===== config.mk =====
export PLATFORM = sky130hd
export DESIGN_NAME = sym9_frame_feeder
export DESIGN_NICKNAME = d
export VERILOG_FILES = /design/src/rtl/sym9_frame_feeder.sv
export SDC_FILE = /design/constraint.sdc
export NUM_CORES = 1
export LEC_CHECK = 0
export CAP_MARGIN = 5
export CORE_ASPECT_RATIO = 1.1
export CORE_MARGIN = 1.5
export CORE_UTILIZATION = 54
export DETAILED_ROUTE_END_ITERATION = 8
export PLACE_DENSITY = 0.79
export RECOVER_POWER = 100
export SLEW_MARGIN = 10
export SYNTH_ARGS = -nofsm -noshare
export SYNTH_HDL_FRONTEND = slang
export SYNTH_SLANG_ARGS = --single-unit

===== constraint.sdc =====
create_clock -name clk -period 3.9 [get_ports clk]
set_input_delay 0.78 -clock clk [delete_from_list [all_inputs] [get_ports clk]]
set_output_delay 0.78 -clock clk [all_outputs]
set_load 0.01 [all_outputs]

===== src/rtl/sym9_frame_feeder.sv =====
// Serial-to-9-bit frame assembler for the 3..6-of-9 symmetric block. It waits LAT cycles,
// captures y0, hands the result off on valid/ready, and keeps a saturating count of wrong y0 values.
module sym9_frame_feeder #(
  parameter int LAT    = 1,
  parameter int CHK_LO = 3,
  parameter int CHK_HI = 6
) (
  input  logic       clk,
  input  logic       rst_n,
  input  logic       s_valid,
  output logic       s_ready,
  input  logic       s_data,
  input  logic       s_flush,
  output logic [8:0] sym_x,
  input  logic       sym_y,
  output logic       m_valid,
  input  logic       m_ready,
  output logic       m_data,
  output logic [3:0] m_count,
  output logic       m_mismatch,
  output logic [7:0] err_cnt
);

  localparam logic [3:0] LAT_W = 4'(LAT);
  localparam logic [3:0] LO_W  = 4'(CHK_LO);
  localparam logic [3:0] HI_W  = 4'(CHK_HI);

  typedef enum logic [1:0] {COLLECT, WAIT, HOLD} state_t;

  state_t     r_state;
  state_t     w_next;
  logic [3:0] r_cnt;
  logic [8:0] r_asm;
  logic [3:0] r_wait;
  logic [8:0] r_sym_x;
  logic       r_m_valid;
  logic       r_m_data;
  logic [3:0] r_m_count;
  logic       r_m_mm;
  logic [7:0] r_err;
  logic       w_s_ready;
  logic       w_wait_done;
  logic       w_handshake;
  logic [8:0] w_word;

  function automatic logic [3:0] popcount9(input logic [8:0] v);
    logic [3:0] acc;
    acc = 4'd0;
    for (int i = 0; i < 9; i++) acc = acc + {3'd0, v[i]};
    return acc;
  endfunction

  function automatic logic in_range(input logic [3:0] c);
    return (c >= LO_W) && (c <= HI_W);
  endfunction

  assign w_word = {s_data, r_asm[7:0]};

  always_comb begin
    w_next      = r_state;
    w_s_ready   = 1'b0;
    w_wait_done = 1'b0;
    w_handshake = 1'b0;
    unique case (r_state)
      COLLECT: begin
        w_s_ready = 1'b1;
        if (s_valid && !s_flush && r_cnt == 4'd8) w_next = WAIT;
      end
      WAIT: begin
        w_wait_done = (r_wait == 4'd1);
        if (w_wait_done) w_next = HOLD;
      end
      HOLD: begin
        w_handshake = m_ready;
        if (m_ready) w_next = COLLECT;
      end
      default: w_next = COLLECT;
    endcase
  end

  always_ff @(posedge clk or negedge rst_n) begin
    if (!rst_n) begin
      r_state   <= COLLECT;
      r_cnt     <= 4'd0;
      r_asm     <= 9'd0;
      r_wait    <= 4'd0;
      r_sym_x   <= 9'd0;
      r_m_valid <= 1'b0;
      r_m_data  <= 1'b0;
      r_m_count <= 4'd0;
      r_m_mm    <= 1'b0;
      r_err     <= 8'd0;
    end else begin
      r_state <= w_next;
      unique case (r_state)
        COLLECT: begin
          // Flush takes priority over a bit offered on the same edge.
          if (s_flush) begin
            r_cnt <= 4'd0;
            r_asm <= 9'd0;
          end else if (s_valid) begin
            if (r_cnt == 4'd8) begin
              r_sym_x   <= w_word;
              r_m_count <= popcount9(w_word);
              r_cnt     <= 4'd0;
              r_asm     <= 9'd0;
              r_wait    <= LAT_W;
            end else begin
              r_asm[r_cnt] <= s_data;
              r_cnt        <= r_cnt + 4'd1;
            end
          end
        end
        WAIT: begin
          r_wait <= r_wait - 4'd1;
          if (w_wait_done) begin
            r_m_data  <= sym_y;
            r_m_mm    <= sym_y != in_range(r_m_count);
            r_m_valid <= 1'b1;
          end
        end
        HOLD: begin
          if (w_handshake) begin
            r_m_valid <= 1'b0;
            if (r_m_mm && r_err != 8'hFF) r_err <= r_err + 8'd1;
          end
        end
        default: ;
      endcase
    end
  end

  assign s_ready    = w_s_ready;
  assign sym_x      = r_sym_x;
  assign m_valid    = r_m_valid;
  assign m_data     = r_m_data;
  assign m_count    = r_m_count;
  assign m_mismatch = r_m_mm;
  assign err_cnt    = r_err;

endmodule


# Word-level counts from Yosys, hierarchy flattened
# Cells that the tools add are included.
# Widths: inputs -> output; s select.
[op_classes] magnitude_cmp=4 n_mux=23 n_eq_ne=14 add_sub_neg=11 reduce_logical=17 n_bitwise=1
[ops] operator="$mux 9" n=3
[ops] operator="$mux 4" n=6
[ops] operator="$add 4x1->4" n=5
[ops] operator="$ne 2x2->1 const B" n=8
[ops] operator="$bwmux 9" n=1
[ops] operator="$reduce_and 3->1" n=3
[ops] operator="$add 8x1->8 const B" n=1
[ops] operator="$ne 8x8->1 const B" n=1
[ops] operator="$pmux 4 s2" n=1
[ops] operator="$reduce_and 4->1" n=2
[ops] operator="$mux 1" n=6
[ops] operator="$mux 2" n=3
[ops] operator="$pmux 2 s3" n=1
[ops] operator="$reduce_bool 2->1" n=3
[ops] operator="$logic_and 1x1->1" n=5
[ops] operator="$lt 4x5->1 const B" n=1
[ops] operator="$add 3x1->4" n=1
[ops] operator="$add 4x1->4 const B" n=1
[ops] operator="$demux 1 s4" n=1
[ops] operator="$eq 4x1->1 const B" n=1
[ops] operator="$eq 4x4->1 const B" n=1
[ops] operator="$ge 4x1->1 const B" n=1
[ops] operator="$ge 4x2->1 const B" n=1
[ops] operator="$le 4x3->1 const B" n=1
[ops] operator="11 further kinds" n=12
[word_totals] elab_cells=80 reg_bits=43 inputBits=7

# Longest topological paths before layout
[depth] word_depth=8 ltp_mapped=10

# Worst setup path after synthesis
# Ideal clock, no wire load.
[synth_path] path_kind="input -> register" start="input s_data" end="register r_m_count[1] (netlist: m_count[1])" setup_time_ps=76 required_ps=3824 arrival_time_ps=3281 path_buffers=0 path_slack_ps=543 cell_stages=9 cell_sequence="inv_1 -> fa_1 -> fa_1 -> fa_1 -> inv_1 -> fa_1 -> inv_1 -> fa_1 -> o21ai_1"
[synth_via] elab_chain_len=1
[synth_lines] item="from (decl)" line="12" text="input logic s_data,"
[synth_lines] item="$add 4x1->4" line="49" text="for (int i = 0; i < 9; i++) acc = acc + {3'd0, v[i]};"
[synth_lines] item="to (signal assigned)" line="104" text="r_m_count <= popcount9(w_word);"
[synth_lines] item="to (decl)" line="38" text="logic [3:0] r_m_count;"
# Every way passes these cells.
# A chain may end at the register's enable or synchronous reset.

# Final worst setup path
# Same ends and word-level chain as after synthesis.

==> results.txt <==
The number of failing setup endpoints in the final timing report came out at 0. The total negative slack for setup checks is 0 ns. The number of hold buffers added after cts is 0. After clock tree synthesis, the setup repair step added 0 buffers. Counting flops with an async set or reset pin after synthesis yields a share of 100%. The post-layout minimum cycle time came out at around 3.7 ns. The total via count after detailed routing came out at approximately 1700. STA puts the critical path data arrival time at a little under 4 ns.

For this configuration, the core starts out at a cell density of between 50 and 60%. Compared with the post-synthesis result, the final layout area differs by 18.1%. The latest clock arrival within the worst-skew pair is ~0.29 ns. The path class of the tightest hold or removal check is reg2reg. In this run the deepest clock path goes through 2 buffers. The post-route DRC violation count is 0. For this design the static power due to leakage is about 1.4 nW. TritonCTS built the clock tree.

The headroom to the max-slew limit came out at -46.2%. The average vias per placed instance came out at 5.37. The max-cap check violation count is 1. The critical path contains buffers and inverters numbering 4 combined.

The worst path required time came out at 4.10 ns. The final cell count without fillers came out at around 320. The number of placed cells counting well taps came out at around 320.

The standard cell with the maximum stage delay on the critical path is fa_1. By startpoint and endpoint, the worst setup path is classified as in2reg. In the synthesized netlist the dominant register cell turns out to be dfrtp_1. Global routing finished with a remaining overflow of 0. Setup repair after global routing left no endpoint under its margin. The number of pins exceeding their max-slew limit in the final report is 43. The first-pass GRT wire length is 7.45 mm.

The total of cells resized after clock tree synthesis is 0. The summed area of non-filler cells in the final layout is approximately 0.0027 mm^2. The overall fraction of global-route tracks in use came out at roughly a fifth. The most common cell after layout, fill and taps aside is nand2_1. The die area came out at between 0.004 and 0.005 mm^2.

The initial antenna violation count came out at 0. In this run the standard cell core region covers approximately 0.0040 mm^2. The routed wire length came out at between 4 and 5 mm. The delay of the slowest critical-path stage is between 0.5 and 0.6 ns. The number of library cell types mapped by synthesis came out at 50. The most numerous cell type found on the critical path is fa_1. The number of warnings printed during yosys synthesis is 0. Summing every instance area after synthesis gives 0.00231 mm^2. The post-route antenna net violation count came out at 0. The transition time at the pin with the least slew margin is between 2 and 2.5 ns. The number of rows created at floorplan came out at 24. The overall die width came out at about 65 um. The number of nets produced by synthesis is approximately 260. The maximum resistive drop on vdd is 0.000299 V. Before CTS, the worst setup slack after placement is -0.0572 ns. Derived from the worst setup path, the maximum achievable clock frequency is 272 MHz. The largest fanout of any net on the critical path is 2.

For this run, the detailed router's first-pass iteration total came to 4. The checks that failed: max-capacitance violations, max-slew violations. The post-layout utilization of the core came out at 67.7%. The per-cell routed wire length is between 10 and 15 um. Entering global routing, the biggest net connects 43 pins.

The die height is roughly 72 um. The worst-case setup margin in the final layout came out at 0.221 ns. The number of DRC markers in iteration 0 came out at 93. The tightest hold margin came out at 0.474 ns. The number of storage elements in the synthesis netlist came out at 42. The run finished, with violations left. In the layout the commonest cells are 47 x nand2_1, 42 x dfrtp_1, 28 x dlygate4sd3_1, 20 x inv_1, 14 x o21ai_0. The worst clock skew on the final layout came out at around 0.0039 ns. STA classifies the critical path startpoint as an input port. The number of port buffers is 31.

The post-synthesis instance total came out at 240. For flop-to-flop paths, the worst setup slack is approximately 0.87 ns. Clock tree synthesis inserted a total of 5 buffers. The critical path capture point type is a flip-flop. Of the synthesized area, sequential elements account for a little under half.

In the finished design, the share of the clock period the worst path needs comes to a little over nine tenths. Pin placement for this block handled 32 I/O pins. The number of antenna diodes in the final layout is 0. The cell sitting at the root of the clock tree is a clkbuf_8. The number of flops mapped to enable cells by yosys came out at 0. In this design, the largest share of critical-path delay is due to adder cells. The congestion estimate from routability-driven global placement came to between 0.7 and 0.8.

Clock-pin slew was measured on the worst setup and hold paths at roughly 0.070 ns. The cell area reported after detailed placement is around 0.0026 mm^2. The critical path goes through clkdlybuf4s50_1 -> inv_1 -> fa_1 -> fa_1 -> fa_1 -> inv_1 -> fa_1 -> inv_1 -> fa_1 -> o21ai_0. The number of endpoints with negative hold slack in the final report is 0. The net count of the finished layout is between 200 and 300. The number of global-route vias before repair was around 1700. The power density relative to cell area came out at about 370 mW/mm^2. The fraction of final layout cells with drive strength greater than 1 is 4.41%.

The total power consumption of the routed design is approximately 1 mW. The mean area per synthesized cell is 9.61 um^2. The half-perimeter wire length after placement is roughly 3 mm. The number of sinks driven by the clock tree is 42.

The clock tree synthesis step divided the H-tree into 2 levels.
-- final timing paths --
kind / depth (start not counted) / end / startpoint
worst max-delay path: 10 / m_count[1] / s_data
worst min-delay path: 2 / sym_x[5] / sym_x[5]
worst max register to register: 9 / m_count[1] / r_asm[0]
worst min register to register: 2 / sym_x[5] / sym_x[5]
max in group asynchronous: 1 / r_asm[1] / rst_n
min in group asynchronous: 1 / err_cnt[6] / rst_n
-- power by group --
group          switching, mW  internal (mW)  total [mW]  leakage (nW)
clock                  0.142          0.205       0.347        0.0573
sequential            0.0359          0.470       0.506         0.563
combinational         0.0863         0.0821       0.168         0.731
total                  0.264          0.756        1.02          1.35
-- synth_stat cells, types with 3 or more instances --
cell / instances / area, um^2
nand3_1: 5 / 25.0
o21ai_1: 19 / 95.1
inv_1: 20 / 75.1
nor2_1: 8 / 30.0
buf_2: 4 / 20.0
a21o_1: 3 / 22.5
and3_1: 3 / 18.8
nor2b_1: 5 / 31.3
mux2i_1: 3 / 30.0
dfrtp_1: 42 / 1050
a21oi_1: 9 / 45.0
xor2_1: 4 / 35.0
ha_1: 9 / 113
or2_1: 3 / 18.8
fa_1: 5 / 100
o21ai_0: 3 / 15.0
nand2_1: 47 / 176
o21a_1: 3 / 22.5
nor3_1: 3 / 15.0
-- sequential cells by signal, summed over array words and instances, names as in the netlist --
name	count
err_cnt	8
m_count	4
m_data	1
m_mismatch	1
m_valid	1
r_asm	8
r_cnt	4
r_state	2
r_wait	4
sym_x	9
-- final cells by class --
cell class	count	area [um^2]
repair buffers	33	315
well taps	52	65.1
flip-flops and latches	42	1050
multi-input cells	169	1100
inverters	21	81.3
clock buffers	6	82.6
fillers	342	1300
clock inverters	1	30.0
-- tightest hold or removal path: cells and delay by family, from the launching register on --
family | cells | cell delay [ns]
AND/OR/NAND/NOR | 1 | 0.04
flip-flops | 1 | 0.34
AO/OA/AOI/OAI | 1 | 0.06
-- logic make-up after synthesis --
kind of cell | synth area share, %
DFF | 45.6
muxes | 2.93
buffers and inverters | 5.53
xor gates and xnor gates | 2.28
AOI/OAI and AO/OA | 12.0
and+or+nand+nor | 22.5
adders and majority gates | 9.22
-- routing by layer --
layer / GRT usage [%] / part of all wire [%]
met1: 28.0 / 49
met2: 32.7 / 46
met3: 4.71 / 3.3
met4: 6.94 / 1.5
met5: 0 / 0
Power figures use the tool's default switching activity.
